### src/rtl/MUX32_32x1.sv
// Purpose: 32-to-1 word selector used as the read-port select cell.
// Latency: purely combinational, zero cycles.
// Backpressure: none; output follows select and inputs continuously.
module MUX32_32x1 #(
  parameter int WIDTH     = 32,
  parameter int SEL_WIDTH = 5
) (
  input  logic [SEL_WIDTH-1:0]                   sel,
  input  logic [2**SEL_WIDTH-1:0][WIDTH-1:0]     din,
  output logic [WIDTH-1:0]                       dout
);

  // Select one word from the flattened input bank.
  always_comb begin
    dout = din[sel];
  end

endmodule

### src/rtl/register_file_2r1w.sv
// Purpose: 32x32 register file, one write port and two registered read ports, write-first bypass.
// Latency: read data and RD_VALID appear one cycle after READ is sampled; writes land on the same edge.
// Backpressure: none; every READ/WRITE is accepted on the edge it is presented.
module register_file_2r1w #(
  parameter int DATA_WIDTH = 32,
  parameter int ADDR_WIDTH = 5,
  parameter int ZERO_REG   = 1
) (
  input  logic                  CLK,
  input  logic                  RST,
  input  logic                  READ,
  input  logic                  WRITE,
  input  logic [ADDR_WIDTH-1:0] ADDR_R1,
  input  logic [ADDR_WIDTH-1:0] ADDR_R2,
  input  logic [ADDR_WIDTH-1:0] ADDR_W,
  input  logic [DATA_WIDTH-1:0] DATA_W,
  output logic [DATA_WIDTH-1:0] DATA_R1,
  output logic [DATA_WIDTH-1:0] DATA_R2,
  output logic                  RD_VALID
);

  localparam int NREG = 2**ADDR_WIDTH;

  logic [NREG-1:0][DATA_WIDTH-1:0] regs;
  logic [DATA_WIDTH-1:0]           mux_r1;
  logic [DATA_WIDTH-1:0]           mux_r2;
  logic [DATA_WIDTH-1:0]           rd1_next;
  logic [DATA_WIDTH-1:0]           rd2_next;
  logic                            zero_en;
  logic                            wr_en;

  assign zero_en = (ZERO_REG != 0);

  // A write to R0 is dropped entirely when R0 is hardwired, so it also never bypasses.
  assign wr_en = WRITE && !(zero_en && (ADDR_W == '0));

  // Register storage: async clear, single write port.
  always_ff @(posedge CLK or posedge RST) begin
    if (RST) begin
      regs <= '0;
    end else if (wr_en) begin
      regs[ADDR_W] <= DATA_W;
    end
  end

  MUX32_32x1 #(
    .WIDTH     (DATA_WIDTH),
    .SEL_WIDTH (ADDR_WIDTH)
  ) u_mux_r1 (
    .sel  (ADDR_R1),
    .din  (regs),
    .dout (mux_r1)
  );

  MUX32_32x1 #(
    .WIDTH     (DATA_WIDTH),
    .SEL_WIDTH (ADDR_WIDTH)
  ) u_mux_r2 (
    .sel  (ADDR_R2),
    .din  (regs),
    .dout (mux_r2)
  );

  // Port 1 read data: stored value, overridden by same-edge write, forced zero for hardwired R0.
  always_comb begin
    rd1_next = mux_r1;
    if (wr_en && (ADDR_W == ADDR_R1)) begin
      rd1_next = DATA_W;
    end
    if (zero_en && (ADDR_R1 == '0)) begin
      rd1_next = '0;
    end
  end

  // Port 2 read data: same selection rules as port 1, evaluated independently.
  always_comb begin
    rd2_next = mux_r2;
    if (wr_en && (ADDR_W == ADDR_R2)) begin
      rd2_next = DATA_W;
    end
    if (zero_en && (ADDR_R2 == '0)) begin
      rd2_next = '0;
    end
  end

  // Output registers: capture on READ, hold otherwise; RD_VALID pulses per accepted READ.
  always_ff @(posedge CLK or posedge RST) begin
    if (RST) begin
      DATA_R1  <= '0;
      DATA_R2  <= '0;
      RD_VALID <= 1'b0;
    end else begin
      RD_VALID <= READ;
      if (READ) begin
        DATA_R1 <= rd1_next;
        DATA_R2 <= rd2_next;
      end
    end
  end

endmodule

### config.mk
export PLATFORM = sky130hd
export DESIGN_NAME = register_file_2r1w
export DESIGN_NICKNAME = d
export VERILOG_FILES = /design/src/rtl/MUX32_32x1.sv /design/src/rtl/register_file_2r1w.sv
export SDC_FILE = /design/constraint.sdc
export NUM_CORES = 2
export LEC_CHECK = 0
export BUFFER_PORTS_ARGS = -buffer_cell sky130_fd_sc_hd__buf_4
export CORE_UTILIZATION = 35
export CTS_CLUSTER_SIZE = 30
export DETAILED_ROUTE_END_ITERATION = 7
export GPL_ROUTABILITY_DRIVEN = 0
export MAX_ROUTING_LAYER = met4
export PLACE_DENSITY = 0.58
export SLEW_MARGIN = 25
export SYNTH_ARGS = -nofsm -noshare
export SYNTH_HDL_FRONTEND = slang
export SYNTH_SLANG_ARGS = --single-unit
### constraint.sdc
create_clock -name CLK -period 47.7 [get_ports CLK]
set_input_delay 4.77 -clock CLK [delete_from_list [all_inputs] [get_ports CLK]]
set_output_delay 4.77 -clock CLK [all_outputs]
set_load 0.1 [all_outputs]
; ---- Yosys cells after proc, flatten, opt, wreduce, memory -nomap -nowiden
; Index checks and enable logic that the tools add are counted.
[totals]
mem_count = 0
wordCells = 60
latch_bits = 0
reg_bits = 1089
rom_bits = 0
mem_bits_rw = 0
[classes]
eq_ne = 2
reduce_logical = 8
bitwise_logic = 0
addsub = 0
n_lt_le_gt_ge = 4
muxes = 11
n_mul = 0
shifts = 0
n_div = 0
[ops]
columns = op, count
row1 = bitwise mux 1024 bit, 1
row2 = binary-select mux 32 bit (select 5 bit), 2
row3 = two-way mux 32 bit, 7
row4 = demux 32 bit (select 5 bit), 1
row5 = < comparator 5 x 6 -> 1 bit (second input constant), 3
row6 = zero test 5 bit, 3
row7 = equality test 5 bit, 2
row8 = greater-or-equal comparator 5 x 1 -> 1 bit (second input constant), 1
row9 = logical AND 1 bit, 4
row10 = zero test 1 bit, 1

; ---- Depth between registers and ports, before layout
[depth]
ltp_word = 6
depth_mapped = 9
depth_no_buf = 4

; ---- Cells and area by module
; Synthesis repeated with hierarchy kept, for this count alone.
[unflattened]
hier_cells = 4991
area_unflattened_um2 = 59165.5
[modules_own_cells]
columns = mod, n_inst, cells_each, area_per_inst_um2
row1 = register_file_2r1w, 1, 2675, 41390.9
row2 = MUX32_32x1, 2, 1158, 8887.3

; ---- Worst setup path before layout
; OpenSTA, ideal clock, no wires.
[synth_timing]
path_type = in2reg
start = input ADDR_R2[2]
end = register DATA_R2[0]
path_stages = 7
t_required_ps = 47558
setup_ps = 142
arrival_time_ps = 6426
path_slack_ps = 41131
cell_sequence = buf_2 -> buf_2 -> buf_1 -> mux4_2 -> mux4_2 -> inv_1 -> o221ai_1
[synth_via]
elab_chain_cells = 4
word_cells_on_any_way = 7
cone_classes = eq/ne: 1 / mux: 4 / reduce/logical: 2
[synth_rtl]
columns = item, line_no
row1 = start: declaration, register_file_2r1w.sv:14  ; input logic [ADDR_WIDTH-1:0] ADDR_R2,
row2 = binary-select mux 32 bit (select 5 bit) / equality test 5 bit (equally long branches), "MUX32_32x1.sv:15, register_file_2r1w.sv:78"
row3 = two-way mux 32 bit (implied by the code) / logical AND 1 bit (equally long branches), "MUX32_32x1.sv:15, register_file_2r1w.sv:78"
row4 = two-way mux 32 bit, register_file_2r1w.sv:78  ; if (wr_en && (ADDR_W == ADDR_R2)) begin
row5 = two-way mux 32 bit (*), register_file_2r1w.sv:81  ; if (zero_en && (ADDR_R2 == '0)) begin
row6 = end signal: assignment, register_file_2r1w.sv:96  ; DATA_R2 <= rd2_next;
row7 = end: declaration, register_file_2r1w.sv:18  ; output logic [DATA_WIDTH-1:0] DATA_R2,
; Every way passes the cells marked *; elsewhere a longest branch is shown, timed or not. The select of a mux whose other input is x is not followed.
; A chain may end at the register's enable or synchronous reset.

; ---- Final worst setup path
[layout_timing]
start = input ADDR_R2[0]
end = register DATA_R2[12]
; The elaborated chain is that of the path after synthesis.

==> flow_summary.json <==
{
  "synthArstFlopShare_pct": 100,
  "synth_mux_area_share_pct": 42.4,
  "ant_nets": 0,
  "tightest_slew_ns": 1.07,
  "placed_area_sq_um": 59600,
  "syn_to_final_growth_pct": 12.2,
  "fin_util_pct": 39.7,
  "clk_latency_ns": 0.75,
  "cp.required_ns": 48.27,
  "rows": 147,
  "die_area_sq_um": 164000,
  "yosysSeqAreaShare_pct": 47.9,
  "yosys.area.top_type": "dfrtp_1",
  "clk_pin_slew_worst_paths_ns": 0.06,
  "antenna_found_initial": 7,
  "grt_usage_pct": 23.1,
  "grt_max_degree": 120,
  "slew_headroom_pct": 28.5,
  "synth_top_family_by_area": "multiplexers",
  "crit_arrival_ns": 9.50,
  "drt_iter0_markers": 3071,
  "post-route-drc-count": 0,
  "post_cts_buffers": 0,
  "root_buffer": "clkbuf_16",
  "timing.final.crit_share_pct": 18.7,
  "skew_ns": 0.0260,
  "numCtsBuffers": 118,
  "grt_pass1_wl_um": 267000,
  "port_buffers": 115,
  "cts_buffer_depth": 3,
  "start_util_pct": 35.4,
  "ys_dominant_reg_cell": "dfrtp_1",
  "finalWorstSetupSlack_ns": 38.77,
  "syn_nets": 3668,
  "grt_pass1_vias": 36165,
  "hpwlAfterDp_um": 101000,
  "synth.avg_cell_area_sq_um": 15.7,
  "core_area_sq_um": 161000,
  "finalSetupViolCount": 0,
  "vias_per_cell": 6.05,
  "hold_class": "reg -> reg",
  "dieHeight_um": 405,
  "cts_sinks": 1089,
  "ys_seq_elements": 1089,
  "grt_setup_unrepaired": "false",
  "cts_tree": "done",
  "syn_inst": 3617,
  "gr-total-overflow": 0,
  "crit_fanout": 43,
  "ctsResizeCount": 0,
  "wl_per_cell_um": 31.5,
  "dp_slack_ns": 37.87,
  "crit_type": "in -> reg",
  "synth_area_sq_um": 56900,
  "period_minus_slack_ns": 8.93,
  "fmax_ghz": 0.112,
  "fin_nets": 3563,
  "yosysWarnings": 0,
  "synth_top_area_share_pct": 47.9,
  "stdcell_count": 5778,
  "tns_ns": 0,
  "leakage_nw": 27.0,
  "synth_compound_gate_area_share_pct": 4.09,
  "endpoint_kind": "flip-flop",
  "synthTopCellsByArea": "dfrtp_1, mux4_2, mux2_2",
  "vdd_ir_drop_max_mv": 0.0330,
  "synth_cell_type_count": 34,
  "maxCapViolations": 0,
  "routed_wl_um": 182000,
  "synth_edf_count": 0,
  "power_density_nw_per_um2": 45.1,
  "vias": 34954,
  "htreeDepth": 3,
  "whs_ns": 0.394,
  "hold_violations": 0,
  "cp-start-kind": "input pin",
  "drtPass1Iterations": 5,
  "boundaryPins": 116,
  "maxSlewViolCount": 0,
  "synth_commonest_cells": "dfrtp_1, mux2_2, mux4_2",
  "p_total_mw": 2.88,
  "yosys.area_share.xor_xnor_pct": 0.154,
  "synth-adder-area-share_pct": 0,
  "dp_cells": 5552,
  "synth_most_common_cell": "dfrtp_1",
  "die-width_um": 405,
  "drive_gt1_share_pct": 55.9,
  "outcome": "finished, final reports clean",
  "cts_hold_repair.buffers": 0,
  "yosys.area_share.simple_pct": 1.75,
  "final_area_sq_um": 63800
}
cells in the final DEF (no fill, tap or decap), types with 26 or more instances in the layout:
cell	instances
a41oi_1	64
clkbuf_8	26
o221ai_1	64
buf_4	195
dfrtp_1	1089
clkbuf_16	122
mux2_2	991
inv_1	65
nor2_1	66
a22o_1	128
mux4_2	576
nor2b_1	64
critical path, stage by stage:
cell,delay [ns]
buf_8,0.35
buf_4,0.63
buf_4,0.82
buf_4,0.70
buf_4,0.76
mux4_2,0.58
mux4_2,0.49
inv_1,0.07
o221ai_1,0.12
final cells by class:
cell class,count,area [sq um]
clock inverter,53,757
inverter,66,255
clock buffer,169,3490
timing repair buffer,203,1570
sequential,1089,27300
multi-input combinational,2034,27800
antenna,4,10.0
fill,14720,97100
tap,2160,2700
layer usage:
layer  up-vias  share of wire (%)  GRT usage [%]
met1     19535                 43           30.8
met5         -                  0              -
met2      1248                 47           35.7
met3       310                6.8           4.55
li1      13861                  -              -
met4         0                2.9           6.92
registers in the layout, summed over array words and instances (netlist names):
| name | count |
|---|---|
| DATA_R1 | 32 |
| DATA_R2 | 32 |
| RD_VALID | 1 |
| regs | 1024 |
power breakdown:
part,internal (mW),switching [mW]
combinational,0.337,0.303
clock,0.604,0.401
sequential,1.10,0.132
logic make-up (layout without fill, tap and decap cells):
kind of cell    after synthesis  after routing
compound gates              266            266
other cells                   0              4
simple gates                190            190
mux                        1568           1568
xor+xnor                     10             10
flops                      1089           1089
buf+inv                     494            491
final timing paths:
| path | start | endpoint | slack [ns] | depth (start not counted) |
|---|---|---|---|---|
| worst max-delay path | ADDR_R2[0] | DATA_R2[12] | 38.77 | 9 |
| worst min-delay path | regs[4] | regs[4] | 0.39 | 0 |
| worst max register to register | regs[185] | DATA_R2[25] | 45.87 | 4 |
| worst min register to register | regs[4] | regs[4] | 0.39 | 0 |
| max in group asynchronous | RST | regs[848] | 39.68 | 6 |
| min in group asynchronous | RST | regs[222] | 4.20 | 2 |
Power figures use the tool's default switching activity.
